<file path="src/rtl/blockade_sound.sv">
// rtl/blockade_sound.sv - movement-tone chain and crash-noise latch mixed into one signed sample stream
module blockade_sound #(
  parameter int          TONE_HIGH = 140,
  parameter int          TONE_LOW  = 51,
  parameter int          TONE_AMP  = 15000,
  parameter int          NOISE_AMP = 15000,
  parameter logic [15:0] LFSR_SEED = 16'hACE1
) (
  input  logic        clk,
  input  logic        reset_n,
  input  logic        outp,
  input  logic [3:0]  port_addr,
  input  logic [7:0]  port_data,
  output logic        tick,
  output logic        tone,
  output logic        noise_on,
  output logic [15:0] audio_out
);

  localparam int PERIOD = TONE_HIGH + TONE_LOW;
  localparam int PW     = (PERIOD > 2) ? $clog2(PERIOD) : 1;
  localparam logic [PW-1:0]     PRESC_LAST = PW'(PERIOD - 1);
  localparam logic signed [17:0] T_AMP     = 18'(TONE_AMP);
  localparam logic signed [17:0] N_AMP     = 18'(NOISE_AMP);
  localparam logic signed [17:0] T_NEG     = -T_AMP;
  localparam logic signed [17:0] SAT_HI    = 18'sd32767;
  localparam logic signed [17:0] SAT_LO    = -18'sd32768;

  logic [PW-1:0] presc;
  logic [7:0]    pitch;
  logic [7:0]    count;
  logic          ovf;
  logic [15:0]   lfsr;
  logic          wrap;

  logic signed [17:0] t_val;
  logic signed [17:0] n_val;
  logic signed [17:0] sum;
  logic [15:0]        sample;

  // The 555 edge is the clk where the prescaler wraps; every tick-driven stage steps on that same edge.
  assign wrap = (presc == PRESC_LAST);

  always_ff @(posedge clk or negedge reset_n) begin
    if (!reset_n) begin
      presc     <= '0;
      tick      <= 1'b0;
      pitch     <= 8'h00;
      count     <= 8'h00;
      ovf       <= 1'b0;
      tone      <= 1'b0;
      noise_on  <= 1'b0;
      lfsr      <= LFSR_SEED;
      audio_out <= T_NEG[15:0];
    end else begin
      presc     <= wrap ? '0 : presc + 1'b1;
      tick      <= wrap;
      audio_out <= sample;

      if (outp && port_addr[1])
        pitch <= port_data;

      // Set input dominates, like the NAND latch with both inputs pulled low.
      if (outp && port_addr[3])
        noise_on <= 1'b1;
      else if (outp && port_addr[2])
        noise_on <= 1'b0;

      if (wrap) begin
        lfsr <= {lfsr[14:0], lfsr[15] ^ lfsr[13] ^ lfsr[12] ^ lfsr[10]};
        if (ovf) begin
          count <= pitch;
          ovf   <= 1'b0;
        end else begin
          count <= count + 8'd1;
          ovf   <= (count == 8'hFF);
          if (count == 8'hFF)
            tone <= ~tone;
        end
      end
    end
  end

  always_comb begin
    t_val  = tone ? T_AMP : T_NEG;
    n_val  = '0;
    if (noise_on)
      n_val = lfsr[15] ? N_AMP : -N_AMP;
    sum    = t_val + n_val;
    sample = sum[15:0];
    if (sum > SAT_HI)
      sample = 16'h7FFF;
    else if (sum < SAT_LO)
      sample = 16'h8000;
  end

endmodule

</file>
<file path="config.mk">
export PLATFORM = sky130hd
export DESIGN_NAME = blockade_sound
export DESIGN_NICKNAME = d
export VERILOG_FILES = /design/src/rtl/blockade_sound.sv
export SDC_FILE = /design/constraint.sdc
export NUM_CORES = 1
export LEC_CHECK = 0
export ABC_CLOCK_PERIOD_IN_PS = 1700
export CAP_MARGIN = 20
export CORE_AREA = 2 2 85 87
export CTS_CLUSTER_SIZE = 10
export DETAILED_ROUTE_END_ITERATION = 10
export DIE_AREA = 0 0 87 89
export PLACE_DENSITY = 0.63
export SYNTH_ARGS = -nofsm -noshare
export SYNTH_HDL_FRONTEND = slang
export SYNTH_SLANG_ARGS = --single-unit
export TNS_END_PERCENT = 100
</file>
<file path="constraint.sdc">
create_clock -name clk -period 1.7 [get_ports clk]
set_input_delay 0.255 -clock clk [delete_from_list [all_inputs] [get_ports clk]]
set_output_delay 0.255 -clock clk [all_outputs]
set_load 0.1 [all_outputs]
</file>
==> results.py, run 1 <==
metrics = {
    "run_status": {
        "status": "finished, violations left",
        "violations": "setup timing",
    },
    "timing": {
        "setup_violations_final": 4,
        "clock-skew-final_ps": 4.21,
        "grt_setup_unrepaired": "true",
        "timing.final.hold_violations": 0,
        "max_freq_mhz": 565,
        "worst_pin_slew_ps": 545,
        "report.final.slew_viol_count": 0,
        "timing.max_slew.rel_slack": 0.636,
        "final.min_clock_period_ps": 1770,
        "fin_ws_ps": -71.2,
        "final.period_utilization": 1.04,
    },
    "clocking": {
        "clk_root_buffer_cell": "clkbuf_8",
        "clk_latency_worst_skew_pair_ps": 340,
        "path_clk_slew_ps": 60,
        "clock_tree.buffer_depth": 2,
        "clock_tree_from_tritoncts": "yes",
        "cts_buffers": 9,
        "htreeDepth": 3,
        "clock_sinks": 58,
    },
    "routing": {
        "wl_per_cell_um": 13.6,
        "post-route-drc-count": 0,
        "routed_wl_mm": 5.37,
        "detailed_route_vias_per_instance": 5.09,
        "drt-initial-drc-count": 88,
        "drt-pass1-iter-count": 4,
        "ant_nets": 0,
        "route.vias.total": 2014,
    },
    "power": {
        "power-per-cell-area_mw_per_mm2": 1050,
        "power_leakage_nw": 1.67,
        "vdd_drop_max_mv": 0.391,
        "post-layout-total-power_w": 0.00396,
    },
    "die": {
        "placementRows": 30,
        "die_outline_width_um": 87,
        "die_y_um": 89,
        "initial_utilization": 0.398,
        "core_region_area_mm2": 0.00672,
        "die_area_mm2": 0.00774,
        "io_pins": 34,
    },
    "critical_path": {
        "crit_path_start_kind": "register",
        "end_kind": "register",
        "slowest_stage": "dfstp_2",
        "cp.arrival_ps": 2040,
        "worst_path_cell_trace": "and2_4 > fa_2 > inv_2 > fa_2 > buf_6 > xor2_2 > o21ai_1",
        "worst_path_largest_cell_delay_ps": 530,
        "critical_path.top_delay_family": "adder cells",
        "crit_type": "reg2reg",
        "crit_path_frequent_cell": "fa_2",
        "critPathMaxFanout": 2,
        "critical_path_buf_inv_count": 2,
        "critical_path_required_ps": 1960,
    },
    "yosys": {
        "async_flop_share": 1.00,
        "synth_enable_flop_cells": 0,
        "synth.yosys.warnings": 0,
        "post_synth_main_area_contributors": "dfrtp_1, dfstp_2, nand2_1",
        "yosys_most_used_dff": "dfrtp_1",
        "synth_area_per_cell_um2": 10.3,
        "synth_cells": 259,
        "yosys.area.top_type": "dfrtp_1",
        "syn-num-nets": 282,
        "post_synth_instance_area_mm2": 0.00267,
        "synth_seq_cells": 58,
        "synthDistinctLibCells": 43,
        "synth_top_area_frac": 0.403,
        "synth.yosys.seq_area_share": 0.550,
    },
    "cells_and_area": {
        "diodes": 0,
        "layout_commonest_cell": "nand2_1",
        "layout_common_cells": "nand2_1, dfrtp_1, buf_12",
        "final_net_count": 334,
        "drive_gt1_frac": 0.354,
        "flow.area_growth_from_synthesis_pct": 41.6,
    },
    "global_route": {
        "grt_pass1_vias": 1937,
        "grt_max_degree": 24,
        "globalRouteTotalUtil": 0.155,
        "grt_antenna_before_repair": 0,
        "gr-total-overflow": 0,
        "grt_first_pass_wirelength_mm": 9.14,
    },
    "place": {
        "io_buffers": 32,
        "place_congestion": 0.815,
        "detailed_place_hpwl_mm": 3.65,
        "dpl_worst_slack_ps": -78.9,
    },
    "worst_hold_path": {
        "hold_class": "in2async",
    },
    "flow_run": {
        "cap_viol_max_count": 0,
    },
}
power breakdown:
part | internal, W | total (W) | switching, W
Combinational | 0.000409 | 0.00105 | 0.000636
Sequential | 0.00149 | 0.00156 | 0.0000654
Clock | 0.000838 | 0.00136 | 0.000517
Total | 0.00274 | 0.00396 | 0.00122
cell usage after synthesis, types with 4 or more instances:
master / n
nand3_1: 8
ha_1: 6
dfrtp_1: 43
xor2_1: 5
a21oi_1: 12
nor2_1: 17
mux2_2: 9
buf_2: 5
xnor2_1: 7
nor2b_1: 4
nand2_1: 57
o21ai_0: 13
inv_1: 9
dfstp_2: 15
final cells by class:
type,instances,area [um2]
fill,560,2940
inverter,11,45.0
clock inverter,1,30.0
multi-input combinational,178,1250
sequential,58,1480
clock buffer,15,186
timing repair buffer,53,698
tap,80,100
layer usage:
metal | global-route usage | vias up | wire length [um]
met2 | 0.244 | 44 | 2670
met3 | 0.0397 | 6 | 203
met5 | 0 | - | 0
met4 | 0.0852 | 0 | 106
li1 | - | 979 | -
met1 | 0.195 | 985 | 2390
flip-flops by register name, summed over array words and instances (netlist names):
name	count
pitch	8
presc	8
count	8
lfsr	16
audio_out	14
tone	1
noise_on	1
tick	1
ovf	1
worst register-to-register path, stage by stage (launching register included):
cell and delay, ps:
dfstp_2 530, and2_4 150, fa_2 220, inv_2 40
fa_2 350, buf_6 130, xor2_2 140, o21ai_1 130
worst paths after layout:
| check | startpoint | to | slack [ps] | depth (start not counted) |
|---|---|---|---|---|
| hold reg to reg | lfsr[5] | lfsr[6] | 460 | 2 |
| hold / removal | reset_n | pitch[2] | 430 | 2 |
| max in group asynchronous | reset_n | presc[5] | 630 | 3 |
| setup reg to reg | lfsr[15] | audio_out[7] | -70 | 7 |
| setup / recovery | lfsr[15] | audio_out[7] | -70 | 7 |
| min in group clk | lfsr[5] | lfsr[6] | 460 | 2 |
cell families (layout without fill, tap and decap cells):
group,count (synthesis),count (layout),share of synthesized area
and+or+nand+nor,102,102,0.169
adders and majority gates,8,8,0.0431
xor gates and xnor gates,12,12,0.0393
buffers and inverters,23,80,0.0421
AOI/OAI and AO/OA,44,44,0.107
muxes,12,12,0.0492
DFF,58,58,0.550
repair_timing:
action,in CTS,in global routing
setup buffers,3,3
pin swaps,9,9
cloned,0,0
setup endpoints to repair,10,23
resized for setup,8,16
hold endpoints to repair,15,0
hold buffers,1,0
through the flow:
stage / area (um2) / TNS [ps] / hold slack (ps) / cells / util
3_3_place_gp: 3420 / -105 / 256 / 374 / 0.509
3_5_place_dp: 3420 / -278 / 261 / 374 / 0.509
4_1_cts: 3690 / -248 / 440 / 394 / 0.549
2_1_floorplan: 2760 / -1440 / -40.6 / 259 / -
6_report: 3780 / -135 / 435 / 396 / 0.563
5_1_grt: 3780 / -513 / 461 / 396 / 0.563
No activity file was read; power rests on OpenSTA's default activity.
==> run 2, diff against run 1 <==
CTS_CLUSTER_DIAMETER = 100   (was default)
DONT_BUFFER_PORTS = 1   (was default)
PLACE_DENSITY = 0.56   (was 0.63)
SLEW_MARGIN = 30   (was default)
==> results.py, run 2 (synthesis gave the netlist of run 1 again) <==
metrics = {
    "die": {
        "core_region_area_mm2": 0.00672,
        "io_pins": 34,
        "die_outline_width_um": 87,
        "placementRows": 30,
        "die_y_um": 89,
        "initial_utilization": 0.398,
        "die_area_mm2": 0.00774,
    },
    "clocking": {
        "clock_tree.buffer_depth": 2,
        "clock_sinks": 58,
        "clk_root_buffer_cell": "clkbuf_8",
        "htreeDepth": 3,
        "clk_latency_worst_skew_pair_ps": 330,
        "path_clk_slew_ps": 60,
        "clock_tree_from_tritoncts": "yes",
        "cts_buffers": 9,
    },
    "place": {
        "io_buffers": 0,
        "place_congestion": 0.742,
        "detailed_place_hpwl_mm": 3.32,
        "dpl_worst_slack_ps": -63.0,
        "place.detailed.instances": 353,
    },
    "routing": {
        "ant_nets": 0,
        "drt-pass1-iter-count": 4,
        "routed_wl_mm": 5.11,
        "detailed_route_vias_per_instance": 5.05,
        "wl_per_cell_um": 13.7,
        "post-route-drc-count": 0,
        "route.vias.total": 1883,
        "drt-initial-drc-count": 41,
    },
    "critical_path": {
        "cp-startpoint": "noise_on",
        "reg2regPathDepth": 6,
        "reg2reg_setup_slack_ps": -60,
        "crit_path_start_kind": "register",
        "cp.arrival_ps": 2020,
        "r2r_end": "audio_out[13]",
        "rr_startpoint": "noise_on",
        "critPathMaxFanout": 5,
        "end_kind": "register",
        "crit_type": "reg2reg",
        "critical_path_required_ps": 1960,
        "critical_path.endpoint": "audio_out[13]",
    },
    "timing": {
        "worst_pin_slew_ps": 493,
        "clock-skew-final_ps": 6.54,
        "timing.max_slew.rel_slack": 0.672,
        "final.period_utilization": 1.04,
        "timing.final.hold_violations": 0,
        "report.final.slew_viol_count": 0,
        "final.min_clock_period_ps": 1760,
        "grt_setup_unrepaired": "true",
        "timing.setup.tns_ps": -162,
        "fin_ws_ps": -63.2,
        "setup_violations_final": 4,
        "max_freq_mhz": 567,
    },
    "power": {
        "power_leakage_nw": 1.50,
        "power.share.switching": 0.316,
        "power-per-cell-area_mw_per_mm2": 1100,
        "vdd_drop_max_mv": 0.410,
        "clkPwrFrac": 0.371,
        "intPower_w": 0.00251,
        "seq_power_share": 0.478,
        "p_sw_w": 0.00116,
        "combinational_share_of_power": 0.151,
    },
    "global_route": {
        "gr-total-overflow": 0,
        "grt_antenna_before_repair": 0,
        "globalRouteTotalUtil": 0.147,
        "grt_max_degree": 59,
        "grt_first_pass_wirelength_mm": 8.77,
        "grt_pass1_vias": 1868,
    },
    "cells_and_area": {
        "post-route-util": 0.495,
        "final_std_cells_w_o_fill": 373,
        "diodes": 0,
        "final_net_count": 311,
        "number_of_flip_flops_in_the_largest_register": 16,
        "reg.largest.list": "lfsr x16, audio_out x14",
        "layout_common_cells": "nand2_1, dfrtp_1, buf_4",
        "filler_cell_count": 635,
        "drive_gt1_frac": 0.338,
        "layout_commonest_cell": "nand2_1",
        "max_flop_register": "lfsr",
        "flow.area_growth_from_synthesis_pct": 24.4,
    },
    "flow_run": {
        "cap_viol_max_count": 0,
    },
    "run_status": {
        "violations": "setup timing",
        "status": "finished, violations left",
    },
    "worst_hold_path": {
        "hold_class": "in2reg",
        "whs_path_depth": 1,
    },
}
-- run 2: power by group through the flow --
stage,clock [W],combinational (W),sequential [W]
finish,0.00136,0.000556,0.00175
global route,0.00146,0.000596,0.00176
CTS,0.00140,0.000552,0.00175
detailed placement,0,0.000503,0.00178
global placement,0,0.000496,0.00178
floorplan,0,0.000209,0.00197
-- run 2: timing repair --
item,4_1_cts,5_1_grt
hold buffers,2,0
buffers inserted,1,0
endpoints found under the hold margin,58,0
setup endpoints to repair,7,27
cloned,0,1
pin swaps,2,1
resized for setup,2,15
-- run 2: worst min path at each step --
stage / endpoint / start
2_1_floorplan: audio_out[11] / reset_n
3_3_place_gp: pitch[2] / reset_n
6_report: pitch[1] / port_data[1]
3_5_place_dp: pitch[0] / reset_n
5_1_grt: pitch[0] / port_data[0]
4_1_cts: pitch[1] / port_data[1]
-- run 2: critical path, cell delays in order, from the launching register on --
cell and delay (ps):
dfrtp_4 500, and2_4 160, ha_1 380, nor2b_4 190
nand2_1 80, mux2_2 270, o21ai_1 120
-- run 2: layout make-up --
| cell class | instances | area, um2 | area share |
|---|---|---|---|
| clock inverters | 1 | 30.0 | 0.00904 |
| multi-input cells | 178 | 1200 | 0.362 |
| inverters | 11 | 45.0 | 0.0136 |
| repair inverters | 1 | 7.51 | 0.00226 |
| well taps | 80 | 100 | 0.0301 |
| flip-flops and latches | 58 | 1480 | 0.445 |
| repair buffers | 29 | 273 | 0.0821 |
| clock buffers | 15 | 186 | 0.0561 |
-- run 2: metrics by stage --
step	hold WS, ps	power (W)	instance area [um2]
2_1_floorplan	-40.6	0.00218	2760
3_3_place_gp	-39.2	0.00227	3000
3_5_place_dp	-39.2	0.00228	3000
4_1_cts	52.3	0.00371	3270
5_1_grt	55.5	0.00382	3320
6_report	67.9	0.00367	3320
-- run 2: metal layers --
layer / routed length (um) / share of wire / global-route usage
met1: 2410 / 0.47 / 0.193
met2: 2340 / 0.46 / 0.223
met3: 235 / 0.046 / 0.0360
met4: 133 / 0.026 / 0.0852
met5: 0 / 0 / 0
